===== src/rtl/polar_decoder_ctrl_if.sv =====
// Handshake and memory-side bus of the polar decoder sequencer.
// "master" is the controller side; "slave" is the calculator, partial-sum
// unit, BRAMs and the up/downstream stream ports.
interface polar_decoder_ctrl_if #(
    parameter int ADDR_WIDTH       = 10,
    parameter int ID_COUNTER_WIDTH = 10,
    parameter int DATA_WIDTH       = 8,
    parameter int STATE_WIDTH      = 9
);
    logic                        start;
    logic                        busy;
    logic                        done;
    logic                        in_valid;
    logic [DATA_WIDTH-1:0]       in_data;
    logic                        in_ready;
    logic [ADDR_WIDTH-1:0]       addr_to_llr_init_bram_wr;
    logic [DATA_WIDTH-1:0]       data_to_llr_init_bram_wr;
    logic                        write_enable_to_llr_init_bram;
    logic [STATE_WIDTH-1:0]      state;
    logic                        llr_sigle_bit_fin;
    logic                        llr_cal_fin;
    logic [ID_COUNTER_WIDTH-1:0] id_counter_value;
    logic                        ps_start;
    logic                        ps_done;
    logic [ADDR_WIDTH-1:0]       addr_to_out_buffer_bram;
    logic                        enable_to_out_buffer_bram;
    logic                        data_from_out_buffer_bram;
    logic                        out_valid;
    logic                        out_data;
    logic                        out_ready;

    modport master (
        input  start, in_valid, in_data, llr_sigle_bit_fin, llr_cal_fin,
               ps_done, data_from_out_buffer_bram, out_ready,
        output busy, done, in_ready, addr_to_llr_init_bram_wr,
               data_to_llr_init_bram_wr, write_enable_to_llr_init_bram,
               state, id_counter_value, ps_start, addr_to_out_buffer_bram,
               enable_to_out_buffer_bram, out_valid, out_data
    );

    modport slave (
        output start, in_valid, in_data, llr_sigle_bit_fin, llr_cal_fin,
               ps_done, data_from_out_buffer_bram, out_ready,
        input  busy, done, in_ready, addr_to_llr_init_bram_wr,
               data_to_llr_init_bram_wr, write_enable_to_llr_init_bram,
               state, id_counter_value, ps_start, addr_to_out_buffer_bram,
               enable_to_out_buffer_bram, out_valid, out_data
    );
endinterface


===== src/rtl/polar_decoder_ctrl.sv =====
// Top-level sequencer of the successive-cancellation polar decoder.
//
// state             | meaning
// ------------------+-------------------------------------------------
// IDLE      (1)     | waiting for start
// INPUT     (2)     | loading N channel LLRs into the init BRAM
// LLR_READ  (4)     | one-cycle BRAM read latency slot per layer
// LLR_CAL   (8)     | calculator computes/stores one layer
// PS_UPDATE (16)    | partial-sum update for the current bit
// OUTPUT    (32)    | stream decoded bits out of the output buffer
// DONE      (64)    | one-cycle frame-end pulse
//
// Any other encoding falls back to IDLE on the next edge.
module polar_decoder_ctrl #(
    parameter int N                = 1024,
    parameter int ADDR_WIDTH       = 10,
    parameter int ID_COUNTER_WIDTH = 10,
    parameter int DATA_WIDTH       = 8,
    parameter int STATE_WIDTH      = 9
) (
    input  logic clk,
    input  logic reset_n,
    polar_decoder_ctrl_if.master bus
);

    typedef enum logic [8:0] {
        S_IDLE      = 9'd1,
        S_INPUT     = 9'd2,
        S_LLR_READ  = 9'd4,
        S_LLR_CAL   = 9'd8,
        S_PS_UPDATE = 9'd16,
        S_OUTPUT    = 9'd32,
        S_DONE      = 9'd64
    } state_t;

    // Terminal count compared against N-1 so N = 2^ADDR_WIDTH never overflows.
    localparam logic [ADDR_WIDTH-1:0] LAST = ADDR_WIDTH'(N - 1);

    state_t                      r_state;
    state_t                      w_next;
    logic [ADDR_WIDTH-1:0]       r_in_cnt;
    logic [ADDR_WIDTH-1:0]       r_out_cnt;
    logic [ID_COUNTER_WIDTH-1:0] r_id_cnt;
    logic                        r_primed;
    logic                        r_ps_start;
    logic                        r_done;

    logic                        w_in_hs;
    logic                        w_out_valid;
    logic                        w_fire;
    logic                        w_bit_fin;
    logic [DATA_WIDTH-1:0]       w_llr_word;

    assign w_in_hs     = (r_state == S_INPUT) & bus.in_valid;
    // primed lags OUTPUT entry by a cycle to cover the buffer read latency.
    assign w_out_valid = r_primed & (r_state == S_OUTPUT);
    assign w_fire      = w_out_valid & bus.out_ready;
    assign w_bit_fin   = (r_state == S_LLR_CAL) & bus.llr_sigle_bit_fin;
    assign w_llr_word  = bus.in_data;

    // State register.
    always_ff @(posedge clk or negedge reset_n) begin
        if (!reset_n) begin
            r_state <= S_IDLE;
        end else begin
            r_state <= w_next;
        end
    end

    // Next-state decode.
    always_comb begin
        w_next = S_IDLE;
        case (r_state)
            S_IDLE:      w_next = bus.start ? S_INPUT : S_IDLE;
            S_INPUT:     w_next = (w_in_hs && (r_in_cnt == LAST)) ? S_LLR_READ : S_INPUT;
            S_LLR_READ:  w_next = S_LLR_CAL;
            S_LLR_CAL: begin
                if (!bus.llr_sigle_bit_fin) begin
                    w_next = S_LLR_READ;
                end else if (bus.llr_cal_fin) begin
                    w_next = S_OUTPUT;
                end else begin
                    w_next = S_PS_UPDATE;
                end
            end
            S_PS_UPDATE: w_next = bus.ps_done ? S_LLR_READ : S_PS_UPDATE;
            S_OUTPUT:    w_next = (w_fire && (r_out_cnt == LAST)) ? S_DONE : S_OUTPUT;
            S_DONE:      w_next = S_IDLE;
            default:     w_next = S_IDLE;
        endcase
    end

    // Counters, the primed flag and the registered pulses.
    always_ff @(posedge clk or negedge reset_n) begin
        if (!reset_n) begin
            r_in_cnt   <= '0;
            r_out_cnt  <= '0;
            r_id_cnt   <= '0;
            r_primed   <= 1'b0;
            r_ps_start <= 1'b0;
            r_done     <= 1'b0;
        end else begin
            r_ps_start <= w_bit_fin & ~bus.llr_cal_fin;
            r_done     <= w_fire & (r_out_cnt == LAST);
            r_primed   <= (r_state == S_OUTPUT);
            case (r_state)
                S_IDLE: begin
                    if (bus.start) begin
                        r_in_cnt  <= '0;
                        r_out_cnt <= '0;
                        r_id_cnt  <= '0;
                        r_primed  <= 1'b0;
                    end
                end
                S_INPUT: begin
                    if (w_in_hs) begin
                        r_in_cnt <= r_in_cnt + ADDR_WIDTH'(1);
                    end
                end
                S_PS_UPDATE: begin
                    if (bus.ps_done) begin
                        r_id_cnt <= r_id_cnt + ID_COUNTER_WIDTH'(1);
                    end
                end
                S_OUTPUT: begin
                    if (w_fire) begin
                        r_out_cnt <= r_out_cnt + ADDR_WIDTH'(1);
                    end
                end
                default: ;
            endcase
        end
    end

    assign bus.state                         = STATE_WIDTH'(r_state);
    assign bus.busy                          = (r_state != S_IDLE);
    assign bus.done                          = r_done;
    assign bus.in_ready                      = (r_state == S_INPUT);
    assign bus.addr_to_llr_init_bram_wr      = r_in_cnt;
    assign bus.data_to_llr_init_bram_wr      = w_llr_word;
    assign bus.write_enable_to_llr_init_bram = w_in_hs;
    assign bus.id_counter_value              = r_id_cnt;
    assign bus.ps_start                      = r_ps_start;
    // Look one address ahead on a handshake so the next bit lands next cycle.
    assign bus.addr_to_out_buffer_bram       = w_fire ? (r_out_cnt + ADDR_WIDTH'(1)) : r_out_cnt;
    assign bus.enable_to_out_buffer_bram     = (r_state == S_OUTPUT);
    assign bus.out_valid                     = w_out_valid;
    assign bus.out_data                      = bus.data_from_out_buffer_bram;

endmodule


===== src/flat_wrapper.sv =====
// flat-port wrapper written by rule: the top's interface ports become plain ports
module polar_decoder_ctrl_flat 
#(
    parameter int N                = 1024,
    parameter int ADDR_WIDTH       = 10,
    parameter int ID_COUNTER_WIDTH = 10,
    parameter int DATA_WIDTH       = 8,
    parameter int STATE_WIDTH      = 9
)
  (clk, reset_n, bus_start, bus_in_valid, bus_in_data, bus_llr_sigle_bit_fin, bus_llr_cal_fin, bus_ps_done, bus_data_from_out_buffer_bram, bus_out_ready, bus_busy, bus_done, bus_in_ready, bus_addr_to_llr_init_bram_wr, bus_data_to_llr_init_bram_wr, bus_write_enable_to_llr_init_bram, bus_state, bus_id_counter_value, bus_ps_start, bus_addr_to_out_buffer_bram, bus_enable_to_out_buffer_bram, bus_out_valid, bus_out_data);
  polar_decoder_ctrl_if #(.ADDR_WIDTH(ADDR_WIDTH), .ID_COUNTER_WIDTH(ID_COUNTER_WIDTH), .DATA_WIDTH(DATA_WIDTH), .STATE_WIDTH(STATE_WIDTH)) bus_i ();
  input  logic clk;
  input  logic reset_n;
  input wire logic [$bits(bus_i.start)-1:0] bus_start;
  input wire logic [$bits(bus_i.in_valid)-1:0] bus_in_valid;
  input wire logic [$bits(bus_i.in_data)-1:0] bus_in_data;
  input wire logic [$bits(bus_i.llr_sigle_bit_fin)-1:0] bus_llr_sigle_bit_fin;
  input wire logic [$bits(bus_i.llr_cal_fin)-1:0] bus_llr_cal_fin;
  input wire logic [$bits(bus_i.ps_done)-1:0] bus_ps_done;
  input wire logic [$bits(bus_i.data_from_out_buffer_bram)-1:0] bus_data_from_out_buffer_bram;
  input wire logic [$bits(bus_i.out_ready)-1:0] bus_out_ready;
  output wire logic [$bits(bus_i.busy)-1:0] bus_busy;
  output wire logic [$bits(bus_i.done)-1:0] bus_done;
  output wire logic [$bits(bus_i.in_ready)-1:0] bus_in_ready;
  output wire logic [$bits(bus_i.addr_to_llr_init_bram_wr)-1:0] bus_addr_to_llr_init_bram_wr;
  output wire logic [$bits(bus_i.data_to_llr_init_bram_wr)-1:0] bus_data_to_llr_init_bram_wr;
  output wire logic [$bits(bus_i.write_enable_to_llr_init_bram)-1:0] bus_write_enable_to_llr_init_bram;
  output wire logic [$bits(bus_i.state)-1:0] bus_state;
  output wire logic [$bits(bus_i.id_counter_value)-1:0] bus_id_counter_value;
  output wire logic [$bits(bus_i.ps_start)-1:0] bus_ps_start;
  output wire logic [$bits(bus_i.addr_to_out_buffer_bram)-1:0] bus_addr_to_out_buffer_bram;
  output wire logic [$bits(bus_i.enable_to_out_buffer_bram)-1:0] bus_enable_to_out_buffer_bram;
  output wire logic [$bits(bus_i.out_valid)-1:0] bus_out_valid;
  output wire logic [$bits(bus_i.out_data)-1:0] bus_out_data;
  assign bus_i.start = bus_start;
  assign bus_i.in_valid = bus_in_valid;
  assign bus_i.in_data = bus_in_data;
  assign bus_i.llr_sigle_bit_fin = bus_llr_sigle_bit_fin;
  assign bus_i.llr_cal_fin = bus_llr_cal_fin;
  assign bus_i.ps_done = bus_ps_done;
  assign bus_i.data_from_out_buffer_bram = bus_data_from_out_buffer_bram;
  assign bus_i.out_ready = bus_out_ready;
  assign bus_busy = bus_i.busy;
  assign bus_done = bus_i.done;
  assign bus_in_ready = bus_i.in_ready;
  assign bus_addr_to_llr_init_bram_wr = bus_i.addr_to_llr_init_bram_wr;
  assign bus_data_to_llr_init_bram_wr = bus_i.data_to_llr_init_bram_wr;
  assign bus_write_enable_to_llr_init_bram = bus_i.write_enable_to_llr_init_bram;
  assign bus_state = bus_i.state;
  assign bus_id_counter_value = bus_i.id_counter_value;
  assign bus_ps_start = bus_i.ps_start;
  assign bus_addr_to_out_buffer_bram = bus_i.addr_to_out_buffer_bram;
  assign bus_enable_to_out_buffer_bram = bus_i.enable_to_out_buffer_bram;
  assign bus_out_valid = bus_i.out_valid;
  assign bus_out_data = bus_i.out_data;
  polar_decoder_ctrl #(.N(N), .ADDR_WIDTH(ADDR_WIDTH), .ID_COUNTER_WIDTH(ID_COUNTER_WIDTH), .DATA_WIDTH(DATA_WIDTH), .STATE_WIDTH(STATE_WIDTH)) u_core (.clk(clk), .reset_n(reset_n), .bus(bus_i));
endmodule

===== config.mk =====
export PLATFORM = sky130hd
export DESIGN_NAME = polar_decoder_ctrl_flat
export DESIGN_NICKNAME = d
export VERILOG_FILES = /design/src/rtl/polar_decoder_ctrl_if.sv /design/src/rtl/polar_decoder_ctrl.sv /design/src/flat_wrapper.sv
export SDC_FILE = /design/constraint.sdc
export NUM_CORES = 1
export LEC_CHECK = 0
export BUFFER_PORTS_ARGS = -buffer_cell sky130_fd_sc_hd__buf_2
export CORE_MARGIN = 2
export CORE_UTILIZATION = 50
export CTS_CLUSTER_SIZE = 30
export DETAILED_ROUTE_END_ITERATION = 6
export PLACE_DENSITY = 0.83
export SLEW_MARGIN = 20
export SYNTH_ARGS = -nofsm -noshare
export SYNTH_HDL_FRONTEND = slang
export SYNTH_SLANG_ARGS = --single-unit
export TNS_END_PERCENT = 1

===== constraint.sdc =====
create_clock -name clk -period 3.5 [get_ports clk]
set_input_delay 0.875 -clock clk [delete_from_list [all_inputs] [get_ports clk]]
set_output_delay 0.875 -clock clk [all_outputs]
set_load 0.02 [all_outputs]

==> run summary, run 1 <==
The initial detailed-routing violation count was 141. Data on the critical path is required at its endpoint by 2.62 ns. The total congestion overflow after global routing was 0; the y dimension of the die was 72.66 um.

For the largest voltage drop on the vdd net, the log shows 0.0003807 V. Timing would allow up to 312.0 MHz. In this run the worst hold path is classified as reg2reg. In the final routed layout, each cell accounts on average for 15.07 um.

The simple-gate area share of the yosys netlist is 0.2606, and the max-slew violation total from the final report is 0. The number of antenna diodes in the final layout is 0. Counting flops with a built-in enable in the synthesized netlist gives 0. The congestion estimate from routability-driven global placement came to 0.8209. The flow ran to the end, and the final reports show no timing, DRC or antenna violations. Synthesis instantiated 46 different standard cells from the library. The worst setup timing slack at the placement stage was 0.4615 ns. The remaining max-slew budget at the tightest pin is 0.4107, and the wire length of the first global-routing pass is 8.645 mm.

For the worst-skew pair, the clock arrives at the later sink with an insertion delay of 0.30 ns. The final worst-path cycle share came out at 0.9158. The tools report the total instance count after detailed placement as 339. The tools report the maximum number of pins on one net before global-route repair as 41. Area fraction in compound gates after synthesis: 0.1433. The path with the worst hold slack has its endpoint at u_core.bus.addr_to_llr_init_bram_wr[8].

The finished cells cover 2655 sq um. The start point of the worst min-delay path was u_core.bus.addr_to_llr_init_bram_wr[8]. The cell depth of the worst hold path was 1.

The most used flip-flop cell after synthesis is sky130_fd_sc_hd__dfrtp_1. The area fraction of the dominant cell type after synthesis is 0.4140. The share of async-settable or async-resettable flops after synthesis was 1.000. The tree is rooted in a sky130_fd_sc_hd__clkbuf_8. After the last flow step, the layout net total stands at 314. The library cell with the largest summed area after synthesis is sky130_fd_sc_hd__dfrtp_1.

In the post-synthesis netlist, the biggest area contributors are sky130_fd_sc_hd__dfrtp_1 (41%), sky130_fd_sc_hd__buf_4 (3.5%), sky130_fd_sc_hd__a21oi_1 (3.4%), sky130_fd_sc_hd__nand2_1 (3.3%), sky130_fd_sc_hd__nand4_1 (3.2%). Along the worst path, the maximum fanout reaches 9. The synthesized-area fraction occupied by adder cells is 0.01592, and the total via count after detailed routing is 2065. Setup repair after global routing left no endpoint under its margin. The tools report the number of nets with antenna violations after routing as 0.

The tools report the final standard cell count with taps included and fillers excluded as 347. Post-CTS timing repair inserted 0 buffers for setup. For this run, design rule violations remaining after detail routing come to 0. Setup TNS: 0 ns. The mux share of post-synthesis cell area was 0.03981. The ratio of total power to cell area is 461.8 nW/um^2, and the final number of hold-violating endpoints is 0. The detailed-route vias per instance is 5.951, and the synthesis-to-finish area growth is 12.63%. Each instance of the synthesized netlist takes up on average 9.208 sq um. The floorplan has 24 rows. Total core area: 4444 sq um. After synthesis the cells add up to 2357 sq um. After synthesis, the largest family of logic cells by area is simple AND/OR/NAND/NOR gates. The run gives 2 as the number of H-tree branching levels.

The number of antenna violations at the first check in global routing is 0, and the total number of clock tree sinks is 40. The share of final-layout standard cells stronger than drive strength 1 is 0.2237, and the post-CTS clock slew at the launch and capture registers of the worst setup and hold paths is 0.08 ns. Total power of the final layout: 1.226 mW. The longest clock path from root to sink contains 2 buffers. Full die area: 5279 sq um.

After synthesis the netlist holds a flip-flop and latch count of 40. The tool flagged a number of max-cap violations equal to 0. For the fraction of the yosys area taken by sequential cells, the log shows 0.4252. The clock period minus worst slack was 3.205 ns; the number of global-route vias before repair was 1900. The worst setup path is launched from a flop. The logs give 0 for the final number of setup-violating endpoints and 4 for the iteration count of the initial detailed-routing pass.

The run gives 0 as the Yosys warning count. The fraction of synthesized cell area in xor and xnor cells was 0.04087. The number of I/O port buffers was 51; the area of placed instances was 2562 sq um.

The library cell used most frequently in the layout, excluding fill and tap cells, is sky130_fd_sc_hd__buf_2. The die is 72.66 um wide. The run gives 0.2079 as the total routing usage reported by global routing.

The logs give 5 for the number of CTS-inserted buffers and 72 for the number of top-level pins. For the pin with the worst max-slew slack, the measured transition is 0.8839 ns. The critical path in this run is classified as reg2out. The final critical-path setup slack came out at 0.2947 ns. The logs give 0 for the number of buffers inserted for hold repair after clock tree synthesis and 0.5304 for the starting density of the core. The tools report the clock skew as 0.005695 ns. The tools report the kind of end point of the critical path as a primary output. The final wirelength is 5.230 mm. The total half-perimeter wirelength after legalization and detailed placement is 3.704 mm, and the count of fill cells added during filler insertion is 390. The arrival time of data at the critical path endpoint was 2.33 ns; the quantity of gates resized following cts was 0. The reg-to-reg setup timing slack came out at 1.34 ns. Synthesis produced 256 cells.

Counting cells, the worst reg-to-reg path comes to 4. The worst register-to-register path begins at u_core.bus.state[2]. TritonCTS built the clock tree. In the layout the commonest cells are sky130_fd_sc_hd__buf_2 (51), sky130_fd_sc_hd__dfrtp_1 (39), sky130_fd_sc_hd__nand2_1 (21), sky130_fd_sc_hd__a21oi_1 (16), sky130_fd_sc_hd__o21ai_0 (15). The worst register-to-register path ends at u_core.bus.id_counter_value[5]. In this run the static leakage power is 1.297 nW.
==> Yosys cell counts, drive strengths merged (2+ instances only) <==
cell    count
a21oi      16
dfrtp      39
xor2        6
o211ai      4
or4         7
and4        3
and3        3
inv        10
nor4bb      2
nor3        4
clkbuf      6
nor3b       3
mux2        3
nor2       11
nand3      13
nand2      21
mux2i       6
and2        7
o22ai       2
a22o        2
and3b       4
buf        17
o31ai       7
nor4        5
o21ai      16
ha          3
nand4      12
or3         8
xnor2       5
==> flip-flops by register name, summed over array words and instances (netlist names) <==
signal and cells:
u_core.bus.state 7, u_core.r_primed 1, u_core.bus.done 1, u_core.r_out_cnt 10
u_core.bus.id_counter_value 10, u_core.bus.addr_to_llr_init_bram_wr 10, u_core.bus.ps_start 1
==> cell families (layout without fill, tap and decap cells) <==
group           Yosys count  after routing
simple gates            105            105
compound gates           54             54
flops                    40             40
buf+inv                  33             71
xor+xnor                 11             11
mux                       9              9
fa+ha+maj                 3              3
other cells               1              2
==> layer usage <==
layer  share of wire  wire [um]  track usage
met1            0.46       2422       0.2894
met2            0.46       2389       0.3172
met3           0.064        335      0.04972
met4           0.016         82      0.07613
met5               0          0            0
==> layout make-up <==
class | instances | area, sq um | area share
multi-input cells | 184 | 1187 | 0.4472
flip-flops and latches | 40 | 1002 | 0.3775
repair buffers | 53 | 270.3 | 0.1018
clock buffers | 6 | 82.58 | 0.03110
well taps | 52 | 65.06 | 0.02451
inverters | 10 | 37.54 | 0.01414
clock inverters | 2 | 10.01 | 0.003770
==> worst max-delay path by stage <==
stage | from | endpoint
final | u_core.bus.state[2] | bus_addr_to_out_buffer_bram[3]
after global routing | u_core.bus.state[2] | bus_addr_to_out_buffer_bram[3]
after CTS | u_core.bus.state[2] | bus_addr_to_out_buffer_bram[3]
after detailed placement | bus_out_ready | bus_addr_to_out_buffer_bram[3]
after global placement | bus_out_ready | bus_addr_to_out_buffer_bram[3]
after floorplan | u_core.bus.state[3] | bus_addr_to_out_buffer_bram[8]
==> metrics by stage <==
step	hold WS (ns)	utilization
after floorplan	0.5091	-
after CTS	0.5537	0.5974
final	0.5477	0.5974
after detailed placement	0.5351	0.5766
after global routing	0.5634	0.5974
after global placement	0.5251	0.5766
==> worst max-delay path, stage by stage, from the launching register on <==
cell and delay (ns):
sky130_fd_sc_hd__dfrtp_1 0.48, sky130_fd_sc_hd__nor4_4 0.48, sky130_fd_sc_hd__nand4_1 0.38, sky130_fd_sc_hd__or3_1 0.46, sky130_fd_sc_hd__nand2_1 0.07, sky130_fd_sc_hd__buf_2 0.15
==> power by group <==
group | switching, mW | total (mW) | leakage, nW | internal (mW)
sequential | 0.0561 | 0.549 | 0.553 | 0.493
combinational | 0.226 | 0.356 | 0.693 | 0.129
clock | 0.164 | 0.322 | 0.0510 | 0.157
total | 0.447 | 1.23 | 1.30 | 0.779
Power figures use the tool's default switching activity.
==> run 2: changes to the inputs <==
==> constraint.sdc (replaced) <==
create_clock -name clk -period 3.5 [get_ports clk]
set_input_delay 0.7 -clock clk [delete_from_list [all_inputs] [get_ports clk]]
set_output_delay 0.7 -clock clk [all_outputs]
set_load 0.02 [all_outputs]
==> run 2 against run 1 <==
Setup slack improved by 0.18 ns; final area decreased by 0.57%; hold slack got worse by 0.031 ns; global-route usage increased by 0.49 points; largest power group unchanged; critical path type unchanged; register-to-register slack got worse by 0.12 ns; clock power hardly changed.
==> run summary, run 2 (synthesized netlist as in run 1, its figures left out) <==
The final worst-path cycle share was 0.8647 (was 0.9158). The category of cells accounting for the largest share of critical-path delay is simple AND/OR/NAND/NOR gates (unchanged). The run gives 0 (unchanged) as the final number of setup-violating endpoints. The starting density of the core was 0.5304 (unchanged); the number of top-level pins was 72 (unchanged).

The total area of multi-input combinational cells was 1187 sq um (unchanged); the highest clock frequency the design can meet was 330.4 MHz (was 312.0 MHz). The clock insertion delay at the later pin of the skew report was 0.30 ns (about the same); the max-slew violation total from the final report was 0 (unchanged). The endpoint of the most critical register-to-register path is u_core.bus.addr_to_llr_init_bram_wr[9] (was u_core.bus.id_counter_value[5]).

The number of buffers inserted to repair setup after CTS is 0 (unchanged). The measured slew at the worst slew-check pin was 1.060 ns (was 0.8839 ns); the count of fill cells added during filler insertion was 368 (was 390). For the final weighted congestion in routability-driven placement, the log shows 0.9257 (was 0.8209). Most common cell after layout, fill and taps aside: sky130_fd_sc_hd__buf_2 (unchanged). The worst-path maximum fanout is 10 (was 9), and the placement row count is 24 (unchanged). The die width is 72.66 um (unchanged). Most frequent cells in the layout: sky130_fd_sc_hd__buf_2 (51), sky130_fd_sc_hd__dfrtp_1 (39), sky130_fd_sc_hd__nand2_1 (21), sky130_fd_sc_hd__a21oi_1 (16), sky130_fd_sc_hd__o21ai_0 (15) (unchanged). The length in cells of the worst reg-to-reg path was 4 (unchanged).

The final critical-path setup slack was 0.4736 ns (was 0.2947 ns); the routed length per instance was 15.35 um (was 15.07 um). The cell with the largest stage delay on the worst path is sky130_fd_sc_hd__dfrtp_1 (unchanged). For the clock skew, the log shows 0.007106 ns (was 0.005695 ns). The number of buffers inserted for hold repair after clock tree synthesis is 0 (unchanged), and the leakage power is 1.288 nW (was 1.297 nW).

The tools report the final standard cell count with taps included and fillers excluded as 345 (was 347). The register area was 1002 sq um (unchanged). The critical path class was reg2out (unchanged). The logs give 4 (unchanged) for the iteration count of the initial detailed-routing pass and 0.8155 ns (was 0.4615 ns) for the worst setup timing slack at the placement stage. Setup repair after global routing left no endpoint under its margin.

The ratio of total power to cell area is 460.2 nW/um^2 (was 461.8 nW/um^2). The logs give 4444 sq um (unchanged) for the total core area and 5 (unchanged) for the number of CTS-inserted buffers. The arrival time of data at the critical path endpoint was 2.33 ns (about the same). The tools report the total instance count after detailed placement as 337 (was 339).

The y dimension of the die was 72.66 um (unchanged). The final core utilization is 0.5940 (was 0.5974), and the number of I/O port buffers is 51 (unchanged). The longest individual stage delay on the worst path works out to 0.49 ns (was 0.48 ns). The number of H-tree branching levels was 2 (unchanged); the synthesis-to-finish area growth was 12.00% (was 12.63%). The initial detailed-routing violation count is 209 (was 141), and the share of final-layout standard cells stronger than drive strength 1 is 0.2184 (was 0.2237). The tools report the number of global-route vias before repair as 1856 (was 1900).

The tools report the kind of end point of the critical path as a primary output (unchanged). The tools report the total power of the final layout as 1.215 mW (was 1.226 mW). Crit path cell chain: nor4_4, and3_1, and4_1, xor2_1, buf_2 (was nor4_4, nand4_1, or3_1, nand2_1, buf_2). The type of the worst min-delay path is in2async (was reg2reg). The post-CTS clock slew at the launch and capture registers of the worst setup and hold paths was 0.08 ns (about the same); the critical path buffer and inverter count was 1 (unchanged). For the number of nets with antenna violations after routing, the log shows 0 (unchanged). For the setup TNS, the log shows 0 ns (unchanged). The flow ran to the end, and the final reports show no timing, DRC or antenna violations.

The tools report the remaining max-slew budget at the tightest pin as 0.2900 (was 0.4107). For the total routing usage reported by global routing, the log shows 0.2128 (was 0.2079). The logs give 0 (unchanged) for the antenna diode instance count and 5279 sq um (unchanged) for the full die area. The tools report the maximum number of pins on one net before global-route repair as 41 (unchanged). The maximum root-to-sink buffer count was 2 (unchanged); the detailed-route vias per instance was 5.994 (was 5.951). The run gives 312 (was 314) as the net count reported at finish. The quantity of gates resized following cts came out at 0 (unchanged).

For the reg-to-reg setup timing slack, the log shows 1.22 ns (was 1.34 ns). TritonCTS built the clock tree. The logs give 2068 (was 2065) for the total via count after detailed routing and 0 (unchanged) for the remaining routing DRC violations. The tools report the sort of element at the start of the critical path as a flop (unchanged). The logs give 0 (unchanged) for the final number of hold-violating endpoints and 0 (unchanged) for the number of max-cap violations. The library cell used as clock root buffer was sky130_fd_sc_hd__clkbuf_8 (unchanged). The logs give 2.80 ns (was 2.62 ns) for the required time of the worst setup path and 8.756 mm (was 8.645 mm) for the wire length of the first global-routing pass. The largest voltage drop on the vdd net came out at 0.0002920 V (was 0.0003807 V). The tools report the total half-perimeter wirelength after legalization and detailed placement as 3.719 mm (was 3.704 mm).

The startpoint of the lowest-slack register-to-register path is u_core.bus.state[5] (was u_core.bus.state[2]). The run gives 5.297 mm (was 5.230 mm) as the final wirelength. The total number of clock tree sinks was 40 (unchanged); the total congestion overflow after global routing was 0 (unchanged). Number of antenna violations at the first check in global routing: 0 (unchanged). The clock period minus worst slack is 3.026 ns (was 3.205 ns).
run 2: changes by cell type in the layout (fill, tap and decap cells not counted), sizes merged:
cell  previous run  this run
buf             53        51
run 2: metal layers:
metal  up-vias  routed length [um]  track usage
li1       1003                   -            -
met1       995                2472       0.3032
met2        59                2410       0.3141
met3        11                 318      0.06215
met4         0                  96      0.06584
met5         -                   0            0
run 2: how the worst max path moves through the flow:
| stage | from | to | cells after the start |
|---|---|---|---|
| after floorplan | u_core.bus.state[3] | bus_addr_to_out_buffer_bram[8] | 6 |
| after global placement | u_core.bus.state[2] | bus_addr_to_out_buffer_bram[8] | 5 |
| after detailed placement | u_core.bus.state[2] | bus_addr_to_out_buffer_bram[3] | 5 |
| after CTS | u_core.bus.state[2] | bus_addr_to_out_buffer_bram[3] | 5 |
| after global routing | u_core.bus.state[2] | bus_addr_to_out_buffer_bram[3] | 5 |
| final | u_core.bus.state[2] | bus_addr_to_out_buffer_bram[8] | 5 |
run 2: area by class of cell:
type / instances / area share
multi-input combinational: 184 / 0.4498
sequential: 40 / 0.3796
timing repair buffer: 51 / 0.09668
clock buffer: 6 / 0.03128
tap: 52 / 0.02464
inverter: 10 / 0.01422
clock inverter: 2 / 0.003791
run 2: per-stage QoR:
step                      hold slack [ns]  cell area, sq um
after floorplan                    0.4044              2361
after global placement             0.5252              2547
after detailed placement           0.5372              2547
after CTS                          0.5487              2640
after global routing               0.5650              2640
final                              0.5165              2640
run 2: where the power goes:
| part | internal (mW) | total [mW] | switching, mW |
|---|---|---|---|
| Clock | 0.157 | 0.320 | 0.163 |
| Sequential | 0.493 | 0.548 | 0.0554 |
| Combinational | 0.119 | 0.347 | 0.228 |
